### config.mk
export PLATFORM = sky130hd
export DESIGN_NAME = receiver
export DESIGN_NICKNAME = d
export VERILOG_FILES = /design/src/rtl/receiver.sv
export SDC_FILE = /design/constraint.sdc
export NUM_CORES = 1
export LEC_CHECK = 0
export ABC_AREA = 1
export CORE_ASPECT_RATIO = 1.25
export CORE_MARGIN = 5
export CORE_UTILIZATION = 40
export CTS_CLUSTER_DIAMETER = 60
export DETAILED_ROUTE_END_ITERATION = 10
export GPL_TIMING_DRIVEN = 0
export PLACE_DENSITY = 0.62
export SLEW_MARGIN = 25
export SYNTH_ARGS = -nofsm -noshare
export SYNTH_HDL_FRONTEND = slang
export SYNTH_SLANG_ARGS = --single-unit
### constraint.sdc
create_clock -name clk -period 2.4 [get_ports clk]
set_clock_uncertainty 0.2 [all_clocks]
set_input_delay 0.6 -clock clk [delete_from_list [all_inputs] [get_ports clk]]
set_output_delay 0.6 -clock clk [all_outputs]
set_load 0.01 [all_outputs]
### src/rtl/receiver.sv
// ---------------------------------------------------------------------------
// receiver -- 8N1 UART receiver with single-byte holding register.
//
// The serial line is brought into the clock domain through a two-flop
// synchronizer. A five-state FSM finds the start bit, samples it at its
// midpoint, then samples each data bit and the stop bit one bit period
// apart. A correctly framed byte is loaded into the holding register and
// flagged with data_ready until the host acknowledges it with rd.
//
// Parameters
//   CLKS_PER_BIT   system clocks per UART bit period
//
// Ports
//   clk            system clock, all state changes on its rising edge
//   reset          asynchronous active-low reset
//   RxD            serial input, idle high, 8N1, LSB first
//   rd             one-cycle read strobe acknowledging the held byte
//   data           last correctly framed byte
//   data_ready     an unread byte is held in data
//   overrun        sticky: a byte arrived while the previous was unread
//   framing_error  one-cycle pulse when a stop bit is sampled low
//   busy           FSM is anywhere but IDLE
// ---------------------------------------------------------------------------
module receiver #(
    parameter int CLKS_PER_BIT = 10417
) (
    input  logic       clk,
    input  logic       reset,
    input  logic       RxD,
    input  logic       rd,
    output logic [7:0] data,
    output logic       data_ready,
    output logic       overrun,
    output logic       framing_error,
    output logic       busy
);

    localparam int CNT_W = (CLKS_PER_BIT > 1) ? $clog2(CLKS_PER_BIT) : 1;
    localparam logic [CNT_W-1:0] BIT_LAST  = CNT_W'(CLKS_PER_BIT - 1);
    localparam logic [CNT_W-1:0] HALF_LAST = CNT_W'(CLKS_PER_BIT / 2 - 1);

    typedef enum logic [2:0] {
        IDLE,
        START,
        DATA,
        STOP,
        WAIT_HIGH
    } state_t;

    // Stage p0 / s: two-flop synchronizer; flops reset high so that a
    // released reset never looks like a start edge.
    logic rx_p0;
    logic rx_s;

    always_ff @(posedge clk or negedge reset) begin
        if (!reset) begin
            rx_p0 <= 1'b1;
            rx_s  <= 1'b1;
        end else begin
            rx_p0 <= RxD;
            rx_s  <= rx_p0;
        end
    end

    // Receive FSM: registered state, combinational next state.
    state_t           state_q, state_d;
    logic [CNT_W-1:0] cnt_q, cnt_d;
    logic [2:0]       idx_q, idx_d;
    logic [7:0]       shreg_q, shreg_d;
    logic             byte_done;
    logic             stop_err;

    always_ff @(posedge clk or negedge reset) begin
        if (!reset) begin
            state_q <= IDLE;
            cnt_q   <= '0;
            idx_q   <= '0;
            shreg_q <= '0;
        end else begin
            state_q <= state_d;
            cnt_q   <= cnt_d;
            idx_q   <= idx_d;
            shreg_q <= shreg_d;
        end
    end

    always_comb begin
        state_d   = state_q;
        cnt_d     = cnt_q + CNT_W'(1);
        idx_d     = idx_q;
        shreg_d   = shreg_q;
        byte_done = 1'b0;
        stop_err  = 1'b0;

        unique case (state_q)
            IDLE: begin
                cnt_d = '0;
                if (!rx_s) begin
                    state_d = START;
                end
            end

            START: begin
                // Half a bit after the falling edge: a line that has gone
                // high again was a glitch, not a start bit.
                if (cnt_q == HALF_LAST) begin
                    cnt_d = '0;
                    if (rx_s) begin
                        state_d = IDLE;
                    end else begin
                        state_d = DATA;
                        idx_d   = '0;
                    end
                end
            end

            DATA: begin
                if (cnt_q == BIT_LAST) begin
                    cnt_d          = '0;
                    shreg_d[idx_q] = rx_s;
                    idx_d          = idx_q + 3'd1;
                    if (idx_q == 3'd7) begin
                        state_d = STOP;
                    end
                end
            end

            STOP: begin
                if (cnt_q == BIT_LAST) begin
                    cnt_d = '0;
                    if (rx_s) begin
                        byte_done = 1'b1;
                        state_d   = IDLE;
                    end else begin
                        stop_err = 1'b1;
                        state_d  = WAIT_HIGH;
                    end
                end
            end

            WAIT_HIGH: begin
                // A held-low line (break) must not be read as a new start
                // bit; wait for the line to return to idle first.
                cnt_d = '0;
                if (rx_s) begin
                    state_d = IDLE;
                end
            end

            default: begin
                state_d = IDLE;
                cnt_d   = '0;
            end
        endcase
    end

    // Host-side holding register and status flags.
    always_ff @(posedge clk or negedge reset) begin
        if (!reset) begin
            data          <= 8'h00;
            data_ready    <= 1'b0;
            overrun       <= 1'b0;
            framing_error <= 1'b0;
        end else begin
            framing_error <= stop_err;
            if (byte_done) begin
                data       <= shreg_q;
                data_ready <= 1'b1;
                // A read landing on the completion cycle consumed the old
                // byte, so nothing was lost.
                if (rd) begin
                    overrun <= 1'b0;
                end else if (data_ready) begin
                    overrun <= 1'b1;
                end
            end else if (rd) begin
                data_ready <= 1'b0;
                overrun    <= 1'b0;
            end
        end
    end

    assign busy = (state_q != IDLE);

endmodule

* Word-level counts from Yosys, hierarchy flattened *
Cells that the tools add are included.

cells by class
  add/sub/neg operators = 2
  shift-type cells = 0
  reduce and logical (&&, ||, !) cells = 11
  equality and inequality tests = 14
  div/mod/pow operators = 0
  magnitude comparators = 2
  bitwise gates (word level) = 0
  $mul = 0
  mux-type cells = 30

operator list
  kind                     count
  $mux W3                  10
  $mux W14                 2
  $pmux W14 S2             1
  $pmux W3 S5              1
  $add A14 B1 Y14 const B  1
  $eq A14 B13 Y1 const B   1
  $eq A14 B14 Y1 const B   1
  $ne A2 B2 Y1 const B     7
  $mux W1                  12
  $bwmux W8                1
  $eq A3 B2 Y1 const B     2
  $eq A3 B3 Y1 const B     2
  $pmux W3 S2              1
  $reduce_and A6 Y1        1
  $reduce_bool A2 Y1       3
  $lt A3 B4 Y1 const B     1
  $reduce_and A2 Y1        2
  $reduce_and A4 Y1        1
  $add A3 B1 Y3 const B    1
  $demux W1 S3             1
  $eq A3 B1 Y1 const B     1
  $ge A3 B1 Y1 const B     1
  $logic_not A3 Y1         1
  $reduce_bool A3 Y1       1
  other kinds (3)          3

word-level totals
  bits in writable memories = 0
  memories kept = 0
  logic and storage cells = 69
  flip-flop bits (word level) = 41
  output and inout bits = 12
  bits in latches = 0
  bits of input ports = 4
  ROM bits = 0

* Logic depth before layout (Yosys ltp) *
Gate-level depths: netlist of the first run.

  word-level depth = 5
  depth in mapped cells = 12
  mapped depth without buffers = 12

* Worst setup path after synthesis of the first run *
Ideal clock, no wire load.

  path kind = reg2reg
  start = register cnt_q[0]
  end = register data[0]
  setup time = 0.117 ns
  required time = 2.083 ns
  path buffers = 0
  stages on the path, launching flop included = 12
  setup slack = 0.642 ns
  period minus slack after synthesis = 1.758 ns
  arrival time = 1.441 ns
  path through = dfrtp_1 -> inv_1 -> ha_1 -> nand2_1 -> clkinv_1 -> nand2_1 -> nor2_4 -> nand2_4 -> nor3_4 -> inv_4 -> nor2_1 -> nor2_1

on the way
  longest elaborated chain between the ends = 3

ends and longest elaborated chain
  what                    line  RTL
  from (decl)             67    logic [CNT_W-1:0] cnt_q, cnt_d;
  from (signal assigned)  81    cnt_q <= cnt_d;
  $eq A14 B14 Y1          129   if (cnt_q == BIT_LAST) begin
  $mux W1                 129
  $mux W1                 95    unique case (state_q)
  to (signal assigned)    167   data <= shreg_q;
  to (decl)               31    output logic [7:0] data,

Every way passes these cells.
A chain may end at the register's enable or synchronous reset.

* Worst setup path in the final report of the first run *
  start = register state_q[1]
  end = output port busy

on the way
  longest elaborated chain between the ends = 1

ends and longest elaborated chain
  what                    line  RTL
  from (decl)             66    state_t state_q, state_d;
  from (signal assigned)  80    state_q <= state_d;
  $reduce_bool A3 Y1      183   assign busy = (state_q != IDLE);
  to (decl)               35    output logic busy

Every way passes these cells.

==> key figures, run 1 <==
GRT
  • Vias in the first global route: between 1500 and 2000
  • First-pass GRT wire length: ~6700 um
  • Gr usage total: 0.1271
  • Initial antenna violation count: 0
  • Total congestion overflow: 0
  • Largest net degree at the start of global routing: 26

Logic synthesis
  • Cell accounting for the most synthesized area: dfrtp_1
  • Seq cells post-synth: 41
  • Most frequent cell after synthesis: nor2_1
  • Post-synthesis sequential area ratio: 0.5009
  • Post-synth EDFFs: 0
  • Mean Syn Cell Area: 8.052 um2
  • Yosys warns: 0
  • Synth unique cells: 27
  • Area contributors post-synth: dfrtp_1 48%, nor2_1 11%, nand2_1 9.9%
  • Syn Inst Count: 255
  • Synth top area share: 0.4753
  • Synthesized net count: ~260
  • Main synth FF type: dfrtp_1
  • Synth cell count leaders: 60 x nor2_1, 54 x nand2_1, 39 x dfrtp_1, 22 x nand3_1, 21 x inv_1
  • Netlist Area Pre-Place: just over 0.002 mm2
  • Synth async-reset ratio: 1.000

Hold path
  • Hold WC Path Type: in -> async

STA
  • Final period util: 0.9516
  • Final setup margin: 0.1161 ns
  • Slew @ Worst Pin: about 0.47 ns
  • RSZ-0062 raised after global routing: no
  • F_max: 437.9 MHz
  • Worst hold slack: around 0.022 ns
  • Endpoints failing hold: 0
  • Worst slew margin: 0.6866
  • Setup-failing EPs final: 0
  • Final TNS setup: 0 ns
  • Fin crit period: about 2.3 ns
  • Max-slew violation count: 0

Routing
  • DR vias/cell: roughly 4.8
  • 1st-pass router iterations: 4
  • Routed Antenna Nets: 0
  • DR vias: 1639
  • Residual DRC: 0
  • First DRT Iteration DRCs: a little over 100
  • Routed WL per cell: between 10 and 15 um
  • Final WL: approximately 3900 um

Setup path
  • Worst-path fanout max: 6
  • Required @ worst endpoint: 1.60 ns
  • R2R setup slack: 0.41 ns
  • Worst EP arrival: between 1 and 1.5 ns
  • Crit-path cells: nor2_1 > nand2_1 > clkdlybuf4s50_1
  • Max incr delay on CP: 0.48 ns
  • Slowest CP cell: clkdlybuf4s50_1
  • Crit end category: output port
  • Critical path type: reg -> out
  • Reg-to-reg startpoint: cnt_q[0]$_DFF_PN0_
  • Startpoint types: flop
  • R2R Path End: data[7]$_DFFE_PN0P_
  • Worst r2r path cells: 11

Layout
  • Layout cells sized above 1: 0.09677
  • Synthesis-to-finish area growth: 15.84%
  • Finished Cell Area: about 0.0024 mm2
  • Fin nets: ~290
  • N_diodes: 0

Clocking
  • CTS resizes: 0
  • # clock sinks: between 40 and 50
  • Max Buffers Root-to-Sink: 2
  • Clk root buf: clkbuf_8
  • Clock-pin slew on the worst setup and hold paths: 0.07 ns
  • CTS Buf Count: 5
  • H-tree depth: 2
  • Hold-fix buffers at CTS: 0
  • Worst-skew pair later-pin latency: between 0.2 and 0.3 ns
  • CTS tree: done
  • Post-CTS Setup Bufs: 0

Floorplanning
  • Chip width: ~74 um
  • # rows: 29
  • Die height: between 90 and 100 um
  • Core area: 0.005044 mm2
  • Die area: 0.006675 mm2
  • I/O pin cnt: 16
  • Initial Util: 0.4071

Place
  • HPWL Detailed: about 2900 um
  • DP Area: ~0.0023 mm2
  • # port buffers: 15
  • Gpl congestion: 0.8135
  • Dpl ws: 0.3534 ns

Pwr
  • Leak: between 1 and 1.5 nW
  • Worst vdd ir: 0.2942 mV
  • Final Power: about 1.2 mW
  • Cell Pwr Density: ~480 mW/mm2

Run
  • Number of max-cap violations: 0

Status
  • Outcome: finished clean
==> layer usage <==
layer,GRT usage,vias to the layer above,wire [um]
li1,-,847,-
met1,0.1418,755,1662
met2,0.2160,28,1929
met3,0.03906,9,193
met4,0.05589,0,77
met5,0,-,0
==> flip-flops by register name, summed over array words and instances (netlist names), 3 cells and up <==
name and count:
cnt_q 14, data 8, idx_q 3, shreg_q 8
state_q 3
==> critical path, delay by kind of cell, from the launching register on <==
family / cells / cell delay (ns)
simple gates: 2 / 0.28
buf+inv: 1 / 0.48
flops: 1 / 0.43
==> placed cells by master (no fill, tap or decap) <==
cell type and count:
nand2_1 54, clkbuf_1 2, nor3_4 1, xnor2_1 1
nand2_2 3, dfrtp_1 39, clkinv_2 3, o21ai_0 13
nor4_1 2, clkinv_1 2, inv_1 21, xor2_1 9
inv_2 2, nand4_1 4, nand3_1 22, ha_1 4
clkdlybuf4s50_1 14, and3_1 1, buf_12 1, buf_2 2
nand2_4 1, o21ai_1 2, o21ai_2 1, nor3_1 2
inv_4 1, dfstp_2 2, nor2_2 1, nor2_1 60
clkbuf_8 5, nor2_4 4
==> worst max-delay path by stage <==
stage	start	endpoint	cells after the start	slack [ns]
3_5_place_dp	cnt_q[0]$_DFF_PN0_	data[7]$_DFFE_PN0P_	11	0.35
3_3_place_gp	reset	state_q[0]$_DFFE_PN0P_	1	-0.55
5_1_grt	state_q[1]$_DFFE_PN0P_	busy	3	0.002
4_1_cts	state_q[1]$_DFFE_PN0P_	busy	3	0.12
2_1_floorplan	cnt_q[0]$_DFF_PN0_	data[0]$_DFFE_PN0P_	11	0.64
6_report	state_q[1]$_DFFE_PN0P_	busy	3	0.12
==> layout make-up <==
type	count	area (um2)
buffer	2	8.758
sequential	41	1028
inverter	27	105.1
tap	62	77.57
multi-input combinational	185	910.9
fill	507	2665
timing repair buffer	16	165.2
clock inverter	2	10.01
clock buffer	6	72.57
==> through the flow <==
step / util / std cells
after floorplan: - / 255
after global routing: 0.4716 / 341
final: 0.4716 / 341
after global placement: 0.4522 / 332
after detailed placement: 0.4552 / 333
after CTS: 0.4716 / 341
==> power breakdown <==
part | leakage, nW | internal (mW) | switching (mW)
Sequential | 0.551 | 0.693 | 0.00157
Clock | 0.0450 | 0.201 | 0.231
Combinational | 0.522 | 0.00736 | 0.0177
==> kinds of logic (layout without fill, tap and decap cells) <==
family / after synthesis / count (layout) / share of synthesized area
compound gates: 16 / 16 / 0.04083
simple gates: 155 / 155 / 0.3358
xor+xnor: 10 / 10 / 0.04266
flops: 41 / 41 / 0.5009
fa+ha+maj: 4 / 4 / 0.02438
buf+inv: 29 / 53 / 0.05545
Note: power is estimated with default switching activity, not from simulation.
==> inputs of run 2 (changes only) <==
--- a/config.mk
+++ b/config.mk
@@ -11,8 +11,8 @@
 export CORE_UTILIZATION = 40
 export CTS_CLUSTER_DIAMETER = 60
 export DETAILED_ROUTE_END_ITERATION = 10
-export GPL_TIMING_DRIVEN = 0
 export PLACE_DENSITY = 0.62
+export SKIP_LAST_GASP = 1
 export SLEW_MARGIN = 25
 export SYNTH_ARGS = -nofsm -noshare
 export SYNTH_HDL_FRONTEND = slang
==> constraint.sdc (replaced) <==
create_clock -name clk -period 2.3 [get_ports clk]
set_clock_uncertainty 0.2 [all_clocks]
set_input_delay 0.575 -clock clk [delete_from_list [all_inputs] [get_ports clk]]
set_output_delay 0.575 -clock clk [all_outputs]
set_load 0.01 [all_outputs]
==> run 2 against run 1 <==
Compared with the run above: combinational power is 11% higher; via count up 0.67%; first-iteration DRC count decreased by 19%; core utilization up 1.2 points; register-to-register slack lost 0.04 ns; sequential share of layout area shrank 1.1 points; global-route usage is 1.1 points higher; critical path depth is the same; non-clock buffer count stayed put; worst hold slack improved by 0.024 ns; largest power group unchanged.
==> key figures, run 2 (synthesis gave the netlist of run 1 again) <==
Place
  • Gpl congestion: 0.8201 (+0.81%)
  • Cell count after placement: 333 (unchanged)
  • HPWL Detailed: 3087 um (+6.2%)
  • # port buffers: 15 (unchanged)

Routing
  • DR vias: 1650 (+0.67%)
  • Met3 WL: 174 um (-9.8%)
  • Final WL: 4057 um (+5.0%)
  • First DRT Iteration DRCs: 83 (-19%)
  • Residual DRC: 0 (unchanged)
  • 1st-pass router iterations: 4 (unchanged)
  • DR vias/cell: 4.839 (+0.67%)
  • Routed Antenna Nets: 0 (unchanged)
  • DRT met1 WL: 1685 um (+1.4%)
  • Routed WL per cell: 11.90 um (+5.0%)
  • Metal2 WL: 2108 um (+9.3%)
  • Max layer used: met4

Layout
  • Regs by FF count: cnt_q (14), data (8), shreg_q (8)
  • Layout cells sized above 1: 0.1075 (+0.01075)
  • Fin nets: 286 (unchanged)
  • Commonest cells after routing, fill and taps aside: 59 x nor2_1, 54 x nand2_1, 39 x dfrtp_1, 22 x nand3_1, 21 x inv_1
  • N_diodes: 0 (unchanged)
  • Synthesis-to-finish area growth: 18.77%
  • Reg with most FFs: cnt_q
  • Commonest non-fill, non-tap cell in the layout: nor2_1
  • Largest register FFs: 14 (unchanged)
  • Final Util: 0.4835 (+0.01191)
  • Final cell count without fillers: 341 (unchanged)

Floorplanning
  • I/O pin cnt: 16 (unchanged)
  • Core area: 0.005044 mm2 (unchanged)
  • # rows: 29 (unchanged)
  • Die area: 0.006675 mm2 (unchanged)
  • Die height: 90.10 um (unchanged)
  • Initial Util: 0.4071 (unchanged)
  • Chip width: 74.08 um (unchanged)

GRT
  • Initial antenna violation count: 0 (unchanged)
  • First-pass GRT wire length: 7224 um (+7.9%)
  • Gr usage total: 0.1378 (+0.01069)
  • Vias in the first global route: 1675 (+9.4%)
  • Total congestion overflow: 0 (unchanged)
  • Largest net degree at the start of global routing: 23 (-12%)

Hold path
  • Hold WC Path Type: in -> async

Setup path
  • Worst path bufs/invs: 1 (unchanged)
  • Crit end category: output port
  • Crit path max-delay family: buffers and inverters
  • Crit. Startpoint: state_q[1]$_DFFE_PN0P_
  • Crit-path cells: nor2_2 > nand2_1 > clkdlybuf4s50_1
  • Worst EP arrival: 1.43 ns (-0.05 ns)
  • Worst path depth: 3 (unchanged)
  • Startpoint types: flop
  • Required @ worst endpoint: 1.52 ns (-0.08 ns)
  • Reg-to-reg startpoint: cnt_q[0]$_DFF_PN0_
  • Max incr delay on CP: 0.47 ns (about the same)
  • Worst-path fanout max: 6 (unchanged)
  • Slowest CP cell: clkdlybuf4s50_1
  • Critical path type: reg -> out
  • Worst r2r path cells: 11 (unchanged)

Pwr
  • Worst vdd ir: 0.2836 mV (-3.6%)
  • Final Power: 1.428 mW (+24%)
  • Leak: 1.144 nW (+2.3%)
  • Cell Pwr Density: 585.4 mW/mm2 (+21%)

Clocking
  • CTS resizes: 0 (unchanged)
  • # clock sinks: 41 (unchanged)
  • Hold-fix buffers at CTS: 0 (unchanged)
  • Clock-pin slew on the worst setup and hold paths: 0.08 ns (about the same)
  • CTS tree: done
  • Post-CTS Setup Bufs: 0 (unchanged)
  • H-tree depth: 2 (unchanged)
  • CTS Buf Count: 5 (unchanged)
  • Max Buffers Root-to-Sink: 2 (unchanged)
  • Clk root buf: clkbuf_8
  • Worst-skew pair later-pin latency: 0.29 ns (about the same)

STA
  • Final period util: 0.9580
  • Max-slew violation count: 0 (unchanged)
  • F_max: ~450 MHz
  • Fin crit period: 2.203 ns
  • Endpoints failing hold: 0 (unchanged)
  • Setup-failing EPs final: 0 (unchanged)
  • Slew @ Worst Pin: 0.5192 ns (+0.05059 ns)
  • Worst slew margin: 0.6539 (-0.03271)
  • Final TNS setup: 0 ns (unchanged)
  • RSZ-0062 raised after global routing: no

Status
  • Outcome: finished clean

Run
  • Number of max-cap violations: 0 (unchanged)
## run 2: final cells by class
class	instances	area [um2]
clock inverters	3	65.06
repair buffers	18	180.2
clock buffers	5	68.82
inverters	27	105.1
fillers	504	2605
flip-flops and latches	41	1028
multi-input cells	185	913.4
well taps	62	77.57
## run 2: path summary, 6_finish.rpt
check                                       end  slack (ns)
max in group asynchronous  idx_q[0]$_DFFE_PN0P_        1.36
hold reg to reg                  rx_s$_DFF_PN1_        0.16
setup reg to reg            data[4]$_DFFE_PN0P_        0.37
setup / recovery                           busy         0.1
min in group clk                 rx_s$_DFF_PN1_        0.16
hold / removal              overrun$_DFFE_PN0P_        0.05
## run 2: per-layer routing
metal | GRT usage | up-vias
met5 | 0 | -
met4 | 0.05287 | 0
li1 | - | 844
met2 | 0.2493 | 33
met1 | 0.1478 | 763
met3 | 0.03460 | 10
## run 2: worst reg2reg max path, cell delays in order, from the launching register on
cell      delay (ns)
dfrtp_1         0.41
inv_1           0.07
ha_1            0.19
nand2_1         0.07
clkinv_1        0.04
nand2_1         0.08
nor2_4          0.10
nand2_4         0.08
nor3_4          0.29
buf_4           0.19
nor2_1          0.04
nor2_1          0.11
## run 2: where the power goes
group	total [mW]	switching [mW]	internal [mW]
Clock	0.675	0.244	0.431
Sequential	0.725	0.00161	0.723
Combinational	0.0278	0.0191	0.00873
Total	1.43	0.264	1.16
## run 2: through the flow
stage	area, um2	hold WS (ns)	worst slack [ns]
global placement	2302	0.1464	0.3748
finish	2439	0.04601	0.09658
floorplan	2053	0.07941	0.5421
CTS	2436	0.05699	0.04143
detailed placement	2302	0.1534	0.3556
global route	2439	0.08164	0.02366
==> inputs of run 3 (changes only) <==
--- a/config.mk
+++ b/config.mk
@@ -12,6 +12,7 @@
 export CTS_CLUSTER_DIAMETER = 60
 export DETAILED_ROUTE_END_ITERATION = 10
 export PLACE_DENSITY = 0.62
+export SETUP_SLACK_MARGIN = 0.15
 export SKIP_LAST_GASP = 1
 export SLEW_MARGIN = 25
 export SYNTH_ARGS = -nofsm -noshare
==> run 3 against run 2 <==
Compared with the run above: core utilization rose by 0.42 points; largest power group unchanged; setup slack improved by 0.21 ns; combinational power is essentially flat; non-clock buffer count is 3 higher; via count up 1.0%; design area is 0.87% higher; critical endpoint is now data[7]; sequential share of layout area down 0.36 points; total power is 0.16% higher.
==> key figures, run 3 (synthesis gave the netlist of run 1 again) <==
Clocking
  • # clock sinks: 41 (unchanged)
  • Clk root buf: clkbuf_8
  • CTS tree: done
  • Clock-pin slew on the worst setup and hold paths: 0.08 ns (about the same)
  • Worst-skew pair later-pin latency: 0.29 ns (about the same)
  • Max Buffers Root-to-Sink: 2 (unchanged)
  • H-tree depth: 2 (unchanged)
  • CTS Buf Count: 5 (unchanged)
  • Hold-fix buffers at CTS: 0 (unchanged)

STA
  • RSZ-0062 raised after global routing: no
  • Slew @ Worst Pin: 0.5161 ns (-0.003066 ns)
  • Final period util: 0.8660 (-0.09199)
  • Final setup margin: 0.3082 ns (+0.2116 ns)
  • Fin crit period: 1.992 ns (-0.2116 ns)
  • Endpoints failing hold: 0 (unchanged)
  • Worst slew margin: 0.6559 (+0.002044)
  • Max-slew violation count: 0 (unchanged)
  • Setup-failing EPs final: 0 (unchanged)
  • Final TNS setup: 0 ns (unchanged)
  • F_max: 502.0 MHz (+11%)

Layout
  • Regs by FF count: cnt_q (14), data (8), shreg_q (8)
  • Commonest cells after routing, fill and taps aside: 59 x nor2_1, 54 x nand2_1, 39 x dfrtp_1, 22 x nand3_1, 21 x inv_1
  • Final Util: 0.4877 (+0.004217)
  • Final cell count without fillers: 344 (+0.88%)
  • Layout cells sized above 1: 0.1170 (+0.009494)
  • Finished Cell Area: 0.002460 mm2 (+0.87%)
  • Multi-input gate area: 913.4 um2 (unchanged)
  • Fillcell total: 500 (-0.79%)
  • Fin nets: 289 (+1.0%)
  • N_diodes: 0 (unchanged)
  • Synthesis-to-finish area growth: 19.81%
  • Commonest non-fill, non-tap cell in the layout: nor2_1
  • Largest register FFs: 14 (unchanged)
  • Reg with most FFs: cnt_q
  • Register area: 0.001028 mm2 (unchanged)

Pwr
  • Leak: 1.157 nW (+1.1%)
  • Cell Pwr Density: 581.3 mW/mm2 (-0.71%)
  • Worst vdd ir: 0.2837 mV (about the same)

Place
  • DP Area: 0.002302 mm2 (unchanged)
  • # port buffers: 15 (unchanged)
  • Gpl congestion: 0.8201 (unchanged)
  • HPWL Detailed: 3087 um (unchanged)
  • Cell count after placement: 333 (unchanged)
  • Dpl ws: 0.3556 ns (unchanged)

Floorplanning
  • Die area: 0.006675 mm2 (unchanged)
  • I/O pin cnt: 16 (unchanged)
  • # rows: 29 (unchanged)
  • Core area: 0.005044 mm2 (unchanged)
  • Chip width: 74.08 um (unchanged)
  • Die height: 90.10 um (unchanged)
  • Initial Util: 0.4071 (unchanged)

Setup path
  • Critical path type: reg -> out
  • Crit-path cells: clkdlybuf4s50_1
  • Crit path max-delay family: buffers and inverters
  • Crit end category: output port
  • Worst EP arrival: 1.22 ns (-0.21 ns)
  • Max incr delay on CP: 0.55 ns (+0.08 ns)
  • Startpoint types: flop
  • Worst path bufs/invs: 1 (unchanged)
  • Slowest CP cell: clkdlybuf4s50_1
  • Worst-path fanout max: 2 (-4)
  • Required @ worst endpoint: 1.52 ns (about the same)

Routing
  • Final WL: 4101 um (+1.1%)
  • Metal2 WL: 2152 um (+2.1%)
  • DRT met1 WL: 1696 um (+0.65%)
  • Routed WL per cell: 11.92 um (+0.20%)
  • Routed Antenna Nets: 0 (unchanged)
  • Met3 WL: 163 um (-6.3%)
  • DR vias: 1667 (+1.0%)
  • First DRT Iteration DRCs: 73 (-12%)
  • 1st-pass router iterations: 4 (unchanged)
  • Residual DRC: 0 (unchanged)
  • Max layer used: met4
  • DR vias/cell: 4.846 (+0.15%)

GRT
  • Largest net degree at the start of global routing: 23 (unchanged)
  • Vias in the first global route: 1696 (+1.3%)
  • Gr usage total: 0.1392 (+0.001351)
  • First-pass GRT wire length: 7300 um (+1.1%)
  • Total congestion overflow: 0 (unchanged)
  • Initial antenna violation count: 0 (unchanged)

Hold path
  • Hold WC Path Type: in -> async

Run
  • Number of max-cap violations: 0 (unchanged)

Status
  • Outcome: finished clean
run 3: cell count changes in the layout (fill, tap and decap cells not counted), sizes merged:
cell,delta
buf,+3
dlygate4sd2,+1
clkdlybuf4s50,-1
run 3: metal layers:
metal	vias up	track usage
met5	-	0
met4	0	0.05287
met3	10	0.03460
met2	29	0.2522
met1	774	0.1492
li1	854	-
run 3: worst paths after layout:
check	depth (start not counted)	slack, ns	endpoint	from
max in group asynchronous	2	1.36	idx_q[0]$_DFFE_PN0P_	reset
setup / recovery	1	0.31	data[7]	data[7]$_DFFE_PN0P_
hold reg to reg	0	0.16	rx_s$_DFF_PN1_	rx_p0$_DFF_PN1_
setup reg to reg	11	0.37	data[4]$_DFFE_PN0P_	cnt_q[0]$_DFF_PN0_
min in group clk	0	0.16	rx_s$_DFF_PN1_	rx_p0$_DFF_PN1_
hold / removal	1	0.04	overrun$_DFFE_PN0P_	reset
run 3: repair_timing:
item | in CTS | in global routing
gates resized for setup | 2 | 0
setup buffers | 3 | 0
setup endpoints to repair | 1 | 0
run 3: where the power goes:
group	total [mW]	internal (mW)	switching, mW
Combinational	0.0278	0.00873	0.0190
Clock	0.677	0.431	0.246
Sequential	0.725	0.723	0.00164
run 3: stage by stage:
step / hold slack (ns) / power (mW)
2_1_floorplan: 0.07941 / 0.7424
3_3_place_gp: 0.1464 / 0.7683
3_5_place_dp: 0.1534 / 0.7683
4_1_cts: 0.05699 / 1.449
5_1_grt: 0.08164 / 1.488
6_report: 0.04294 / 1.430
run 3: worst register-to-register path, cell delays in order, from the launching register on:
cell and delay [ns]:
dfrtp_1 0.41, inv_1 0.07, ha_1 0.19, nand2_1 0.07, clkinv_1 0.04, nand2_1 0.08
nor2_4 0.10, nand2_4 0.08, nor3_4 0.29, buf_4 0.19, nor2_1 0.04, nor2_1 0.11
run 3: cell type report:
class | instances | share of cell area
Multi-Input combinational cell | 185 | 0.3713
Sequential cell | 41 | 0.4181
Clock buffer | 5 | 0.02798
Inverter | 27 | 0.04273
Tap cell | 62 | 0.03154
Clock inverter | 3 | 0.02645
Timing Repair Buffer | 21 | 0.08189
